--- src/rtl/pwm_array_ctrl.sv ---
// NUM_CH-channel PWM array sharing one prescaled period counter, with shadowed per-channel duty.
// Define PWM_ARRAY_CENTER_ALIGN_EN for an up/down (centre-aligned) counter; edge-aligned otherwise.

module pwm_array_lane #(
    parameter int CNT_W = 8
) (
    input  logic             clk,
    input  logic             rst,
    input  logic             wr_hit,
    input  logic [CNT_W-1:0] wr_data,
    input  logic             wrap,
    input  logic [CNT_W-1:0] cnt,
    input  logic             en_out,
    input  logic             en_pwm,
    output logic             pwm_out
);
    logic [CNT_W-1:0] duty_shadow;
    logic [CNT_W-1:0] duty_active;
    logic             pwm_raw;

    // all-ones duty is forced high so a full-width top can still reach 100 %
    assign pwm_raw = (cnt < duty_active) || (duty_active == '1);

    always_ff @(posedge clk) begin
        if (rst) begin
            duty_shadow <= '0;
            duty_active <= '0;
            pwm_out     <= 1'b0;
        end else begin
            if (wr_hit)
                duty_shadow <= wr_data;
            // a write landing on the wrap cycle bypasses the shadow
            if (wrap)
                duty_active <= wr_hit ? wr_data : duty_shadow;
            pwm_out <= en_out & (~en_pwm | pwm_raw);
        end
    end
endmodule

module pwm_array_ctrl #(
    parameter int NUM_CH = 16,
    parameter int CNT_W  = 8,
    parameter int CH_W   = 5
) (
    input  logic              clk,
    input  logic              rst,
    input  logic [NUM_CH-1:0] en_out,
    input  logic [NUM_CH-1:0] en_pwm,
    input  logic              duty_wr,
    input  logic [CH_W-1:0]   duty_ch,
    input  logic [CNT_W-1:0]  duty_data,
    input  logic [CNT_W-1:0]  period_top,
    input  logic [7:0]        prescale_div,
    output logic [NUM_CH-1:0] pwm_out,
    output logic              period_tick
);
    typedef struct packed {
        logic             vld;
        logic [CH_W-1:0]  ch;
        logic [CNT_W-1:0] data;
    } duty_req_t;

    duty_req_t        duty_req;
    logic [7:0]       pre_cnt;
    logic             advance;
    logic [CNT_W-1:0] cnt;
    logic [CNT_W-1:0] cnt_nxt;
    logic [CNT_W-1:0] top_active;
    logic             wrap;

    assign duty_req = '{vld: duty_wr, ch: duty_ch, data: duty_data};

    // >= rather than == so shrinking prescale_div below the running count advances at once
    assign advance = (pre_cnt >= prescale_div);

`ifdef PWM_ARRAY_CENTER_ALIGN_EN
    logic cnt_up;
    logic up_nxt;

    always_comb begin
        wrap    = 1'b0;
        cnt_nxt = cnt;
        up_nxt  = cnt_up;
        if (advance) begin
            if (top_active == '0) begin
                wrap    = 1'b1;
                cnt_nxt = '0;
                up_nxt  = 1'b1;
            end else if (cnt_up) begin
                if (cnt >= top_active) begin
                    up_nxt  = 1'b0;
                    cnt_nxt = cnt - 1'b1;
                end else begin
                    cnt_nxt = cnt + 1'b1;
                end
            end else if (cnt <= CNT_W'(1)) begin
                wrap    = 1'b1;
                cnt_nxt = '0;
                up_nxt  = 1'b1;
            end else begin
                cnt_nxt = cnt - 1'b1;
            end
        end
    end

    always_ff @(posedge clk) begin
        if (rst)
            cnt_up <= 1'b1;
        else
            cnt_up <= up_nxt;
    end
`else
    always_comb begin
        wrap    = advance && (cnt >= top_active);
        cnt_nxt = cnt;
        if (wrap)
            cnt_nxt = '0;
        else if (advance)
            cnt_nxt = cnt + 1'b1;
    end
`endif

    always_ff @(posedge clk) begin
        if (rst) begin
            pre_cnt     <= '0;
            cnt         <= '0;
            top_active  <= '1;
            period_tick <= 1'b0;
        end else begin
            pre_cnt     <= advance ? 8'd0 : pre_cnt + 8'd1;
            cnt         <= cnt_nxt;
            period_tick <= wrap;
            if (wrap)
                top_active <= period_top;
        end
    end

    for (genvar i = 0; i < NUM_CH; i++) begin : g_lane
        pwm_array_lane #(.CNT_W(CNT_W)) u_lane (
            .clk     (clk),
            .rst     (rst),
            .wr_hit  (duty_req.vld && (duty_req.ch == CH_W'(i))),
            .wr_data (duty_req.data),
            .wrap    (wrap),
            .cnt     (cnt),
            .en_out  (en_out[i]),
            .en_pwm  (en_pwm[i]),
            .pwm_out (pwm_out[i])
        );
    end
endmodule
--- config.mk ---
export PLATFORM = sky130hd
export DESIGN_NAME = pwm_array_ctrl
export DESIGN_NICKNAME = d
export VERILOG_FILES = /design/src/rtl/pwm_array_ctrl.sv
export SDC_FILE = /design/constraint.sdc
export NUM_CORES = 1
export LEC_CHECK = 0
export BUFFER_PORTS_ARGS = -buffer_cell sky130_fd_sc_hd__buf_2
export CORE_AREA = 2 2 176 178
export CTS_CLUSTER_DIAMETER = 30
export DETAILED_ROUTE_END_ITERATION = 8
export DIE_AREA = 0 0 178 180
export PLACE_DENSITY = 0.72
export SLEW_MARGIN = 20
export SYNTH_ARGS = -nofsm -noshare
export SYNTH_HDL_FRONTEND = slang
export SYNTH_SLANG_ARGS = --single-unit
--- constraint.sdc ---
create_clock -name clk -period 3.75 [get_ports clk]
set_clock_uncertainty 0.1 [all_clocks]
set_input_delay 0.375 -clock clk [delete_from_list [all_inputs] [get_ports clk]]
set_output_delay 0.375 -clock clk [all_outputs]
set_load 0.05 [all_outputs]
==> impl_metrics.prom <==
# TYPE chip_impl_metric gauge
chip_impl_metric{name="power.share.sequential",unit="%"} 32.6
chip_impl_metric{name="worstPathMaxFanout",unit=""} 38
chip_impl_metric{name="syn_inst",unit=""} 1642
chip_impl_metric{name="synthesis.area",unit="mm^2"} 0.01480
chip_impl_info{name="worstHoldStart",value="en_out[9]"} 1
chip_impl_info{name="cts.root.buffer_cell",value="sky130_fd_sc_hd__clkbuf_16"} 1
chip_impl_info{name="synth_flop_cell",value="sky130_fd_sc_hd__dfxtp_1"} 1
chip_impl_info{name="worstSetupEndpointType",value="register"} 1
chip_impl_info{name="synthTopCellsByCount",value="sky130_fd_sc_hd__dfxtp_1 (297), sky130_fd_sc_hd__nor2_1 (199), sky130_fd_sc_hd__inv_1 (161), sky130_fd_sc_hd__ha_1 (130), sky130_fd_sc_hd__a21oi_1 (128)"} 1
chip_impl_metric{name="ir_worst_vdd",unit="mV"} 0.3817
chip_impl_metric{name="ioPinCount",unit=""} 81
chip_impl_metric{name="timing.fmax",unit="MHz"} 358.5
chip_impl_metric{name="route.vias.total",unit=""} 11810
chip_impl_metric{name="grt_pass1_vias",unit=""} 11940
chip_impl_metric{name="synth_top_area_share",unit="%"} 40.18
chip_impl_metric{name="final_min_period_over_clock_period",unit="%"} 74.38
chip_impl_metric{name="final_antenna_net_count",unit=""} 0
chip_impl_info{name="timing.hold.worst.class",value="in2reg"} 1
chip_impl_metric{name="worstHoldPathCells",unit=""} 4
chip_impl_metric{name="number_of_antenna_repair_diodes",unit=""} 0
chip_impl_metric{name="total_switching_power",unit="uW"} 2168
chip_impl_metric{name="drt_first_pass_iters",unit=""} 5
chip_impl_metric{name="clock_tree.buffer_depth",unit=""} 3
chip_impl_info{name="worstHoldEndpoint",value="g_lane[9].u_lane.pwm_out$_SDFF_PP0_"} 1
chip_impl_metric{name="die_height",unit="um"} 180
chip_impl_metric{name="num_rows",unit=""} 64
chip_impl_metric{name="postRouteWirelength",unit="um"} 37540
chip_impl_metric{name="global_route.overflow_total",unit=""} 0
chip_impl_metric{name="power.density_cell_area",unit="mW/mm^2"} 550.6
chip_impl_metric{name="power.combinational.fraction",unit="%"} 3.8
chip_impl_metric{name="port_buffers",unit=""} 80
chip_impl_metric{name="dp_worst_setup_slack",unit="ns"} 0.9911
chip_impl_metric{name="cts_setup_buffers",unit=""} 0
chip_impl_info{name="grt_setup_unrepaired",value="false"} 1
chip_impl_metric{name="transition_time_at_the_pin_with_the_least_slew_margin",unit="ns"} 1.035
chip_impl_metric{name="synthToLayoutAreaGrowth",unit="%"} 20.38
chip_impl_metric{name="cts.reportedPaths.clkPinSlew",unit="ns"} 0.05
chip_impl_metric{name="shortest_clock_period_the_worst_path_allows_after_layout",unit="ns"} 2.789
chip_impl_metric{name="antenna_found_initial",unit=""} 0
chip_impl_info{name="synthMostInstantiatedCell",value="sky130_fd_sc_hd__dfxtp_1"} 1
chip_impl_metric{name="htreeDepth",unit=""} 3
chip_impl_metric{name="clk-insertion-delay-late",unit="ns"} 0.56
chip_impl_metric{name="global_route_wire_length_before_repair",unit="um"} 60020
chip_impl_metric{name="timing.setup.tns",unit="ns"} 0
chip_impl_metric{name="synth.distinct_cells",unit=""} 52
chip_impl_info{name="cts_tree",value="done"} 1
chip_impl_metric{name="synth-edff-count",unit=""} 0
chip_impl_metric{name="routed_via_density",unit=""} 5.447
chip_impl_metric{name="n_fill_cell",unit=""} 2464
chip_impl_metric{name="fraction_of_layout_instances_using_a_drive_strength_above_1",unit="%"} 15.00
chip_impl_info{name="synthTopCellsByArea",value="sky130_fd_sc_hd__dfxtp_1 (40%), sky130_fd_sc_hd__ha_1 (11%), sky130_fd_sc_hd__mux2_1 (7.5%)"} 1
chip_impl_metric{name="post_route_worst_setup_slack",unit="ns"} 0.9607
chip_impl_metric{name="gp_congestion",unit=""} 0.7946
chip_impl_info{name="r2r_start",value="cnt[0]$_SDFFE_PP0P_"} 1
chip_impl_info{name="synth_top_cell_by_area",value="sky130_fd_sc_hd__dfxtp_1"} 1
chip_impl_metric{name="cp_data_arrival_time",unit="ns"} 3.11
chip_impl_metric{name="die_x",unit="um"} 178
chip_impl_metric{name="cp.required",unit="ns"} 4.07
chip_impl_metric{name="swShare",unit="%"} 22.10
chip_impl_metric{name="routed_wire_length_per_instance",unit="um"} 17.31
chip_impl_metric{name="synth_sequential_area_ratio",unit="%"} 40.18
chip_impl_info{name="r2r-end",value="g_lane[13].u_lane.duty_active[4]$_SDFFE_PP0P_"} 1
chip_impl_metric{name="nNetsFinal",unit=""} 1913
chip_impl_metric{name="synth_seq_cells",unit=""} 297
chip_impl_metric{name="floorplan.initialDensity",unit="%"} 49.02
chip_impl_metric{name="synth.yosys.warnings",unit=""} 0
chip_impl_metric{name="die_footprint",unit="mm^2"} 0.03204
chip_impl_metric{name="final_slew_viol_count",unit=""} 0
chip_impl_metric{name="numClockSinks",unit=""} 297
chip_impl_metric{name="report.power.total",unit="uW"} 9809
chip_impl_metric{name="syn_area_per_cell",unit="um^2"} 9.013
chip_impl_metric{name="clockPowerShare",unit="%"} 63.6
chip_impl_info{name="run_status",value="complete, no violations"} 1
chip_impl_metric{name="p_int",unit="uW"} 7641
chip_impl_metric{name="cts-buffers-inserted",unit=""} 68
chip_impl_metric{name="slew_headroom",unit="%"} 31.00
chip_impl_info{name="timing.setup.critical_path_class",value="reg2reg"} 1
chip_impl_metric{name="remaining_drc_errors",unit=""} 0
chip_impl_metric{name="mappedNetlistNets",unit=""} 1836
chip_impl_info{name="worstSetupStartpointType",value="register"} 1
chip_impl_metric{name="floorplan.core_area",unit="mm^2"} 0.03019
chip_impl_metric{name="cap_violations",unit=""} 0
chip_impl_metric{name="final_core_utilization",unit="%"} 59.01
chip_impl_metric{name="reg2regPathDepth",unit=""} 8
chip_impl_metric{name="regToRegSetupSlack",unit="ns"} 0.96
chip_impl_metric{name="synth_async_sr_flop_share",unit="%"} 0
chip_impl_metric{name="dpl.hpwl",unit="um"} 21720
chip_impl_metric{name="detail_route.iter0.violations",unit=""} 799
chip_impl_metric{name="grt_start_max_net_pins",unit=""} 157
chip_impl_metric{name="setup_violations",unit=""} 0
chip_impl_metric{name="grt.total_usage",unit="%"} 23.51
chip_impl_metric{name="p_leak",unit="uW"} 0.007581
chip_impl_metric{name="cts_resized",unit=""} 0
chip_impl_metric{name="timing_hold_violations_final",unit=""} 0
-- timing repair --
| item | in CTS | in global routing |
|---|---|---|
| hold buffers | 9 | 0 |
| hold endpoints to repair | 8 | 0 |
| endpoints found under the setup margin | 0 | 0 |
-- per-layer routing --
| layer | up-vias | track usage [%] | wire (um) | share of wire (%) |
|---|---|---|---|---|
| met5 | - | 0 | 0 | 0 |
| met4 | 0 | 9.213 | 1233 | 3.3 |
| met3 | 107 | 4.780 | 2410 | 6.4 |
| met2 | 388 | 38.95 | 17560 | 47 |
| met1 | 5580 | 29.82 | 16340 | 44 |
| li1 | 5739 | - | - | - |
-- cell usage in the layout (no fill, tap or decap), types with 6 or more instances in the layout --
cell and instances:
sky130_fd_sc_hd__a211o_1 8, sky130_fd_sc_hd__mux2_1 98, sky130_fd_sc_hd__mux2_2 30, sky130_fd_sc_hd__bufinv_16 11, sky130_fd_sc_hd__a21o_1 34, sky130_fd_sc_hd__ha_1 130, sky130_fd_sc_hd__inv_1 161, sky130_fd_sc_hd__o21ai_0 32
sky130_fd_sc_hd__inv_6 6, sky130_fd_sc_hd__o211ai_1 15, sky130_fd_sc_hd__buf_4 24, sky130_fd_sc_hd__nand2b_1 28, sky130_fd_sc_hd__mux2i_1 56, sky130_fd_sc_hd__a21oi_1 128, sky130_fd_sc_hd__nor2b_1 35, sky130_fd_sc_hd__nand2_1 88
sky130_fd_sc_hd__nor2_1 198, sky130_fd_sc_hd__dfxtp_1 297, sky130_fd_sc_hd__buf_2 79, sky130_fd_sc_hd__clkbuf_8 9, sky130_fd_sc_hd__dlygate4sd3_1 9, sky130_fd_sc_hd__clkinv_2 14, sky130_fd_sc_hd__nand4_1 64, sky130_fd_sc_hd__nand3_1 79
sky130_fd_sc_hd__clkbuf_16 70
-- worst max path at each step --
stage                                                          to                 from  cells after the start  slack [ns]
floorplan           g_lane[13].u_lane.duty_active[6]$_SDFFE_PP0P_  cnt[0]$_SDFFE_PP0P_                     11        0.94
global placement     g_lane[2].u_lane.duty_active[0]$_SDFFE_PP0P_  cnt[0]$_SDFFE_PP0P_                      8        1.05
detailed placement   g_lane[0].u_lane.duty_active[5]$_SDFFE_PP0P_  cnt[0]$_SDFFE_PP0P_                      8        0.99
CTS                 g_lane[13].u_lane.duty_active[4]$_SDFFE_PP0P_  cnt[0]$_SDFFE_PP0P_                      8        0.97
global route         g_lane[0].u_lane.duty_active[1]$_SDFFE_PP0P_  cnt[0]$_SDFFE_PP0P_                      8        0.83
finish              g_lane[13].u_lane.duty_active[4]$_SDFFE_PP0P_  cnt[0]$_SDFFE_PP0P_                      8        0.96
-- layout make-up --
type / instances / area, um^2 / area share (%)
multi-input combinational: 1076 / 7616 / 42.75
sequential: 297 / 5946 / 33.37
clock buffer: 83 / 1881 / 10.56
timing repair buffer: 115 / 719.4 / 4.038
inverter: 161 / 604.3 / 3.392
clock inverter: 41 / 554.3 / 3.111
tap: 396 / 495.5 / 2.781
-- critical path, stage by stage (launching register included) --
cell and delay (ns):
sky130_fd_sc_hd__dfxtp_1 0.33, sky130_fd_sc_hd__inv_1 0.06, sky130_fd_sc_hd__ha_1 0.27, sky130_fd_sc_hd__nand2b_1 0.14
sky130_fd_sc_hd__a2111o_1 0.44, sky130_fd_sc_hd__a31o_4 0.33, sky130_fd_sc_hd__nand2_4 0.12, sky130_fd_sc_hd__buf_4 0.45
sky130_fd_sc_hd__mux2_1 0.40
-- power groups by stage --
stage / Clock, uW / Sequential, uW / Combinational (uW)
after CTS: 6290 / 3200 / 368
after global placement: 0 / 3260 / 348
after floorplan: 0 / 3260 / 231
final: 6240 / 3200 / 371
after detailed placement: 0 / 3260 / 355
after global routing: 6470 / 3200 / 403
-- stage by stage --
| step | instances | cell area [um^2] | hold slack [ns] |
|---|---|---|---|
| floorplan | 1642 | 14800 | 0.3345 |
| global placement | 2036 | 15290 | 0.3419 |
| detailed placement | 2036 | 15290 | 0.3455 |
| CTS | 2169 | 17820 | 0.06409 |
| global route | 2169 | 17820 | 0.07247 |
| finish | 2169 | 17820 | 0.08316 |
-- cell families after synthesis --
family / count (synthesis) / share of synthesized area [%]
AOI/OAI and AO/OA: 236 / 9.554
xor gates and xnor gates: 6 / 0.3551
adders and majority gates: 130 / 10.99
buffers and inverters: 269 / 8.598
DFF: 297 / 40.18
muxes: 184 / 13.53
and+or+nand+nor: 520 / 16.80
-- sequential cells by signal (all words and copies together) (netlist names) --
| register | flops |
|---|---|
| top_active | 8 |
| g_lane.u_lane.pwm_out | 16 |
| pre_cnt | 8 |
| g_lane.u_lane.duty_active | 128 |
| g_lane.u_lane.duty_shadow | 128 |
| period_tick | 1 |
| cnt | 8 |
(Power assumes the default switching activity.)
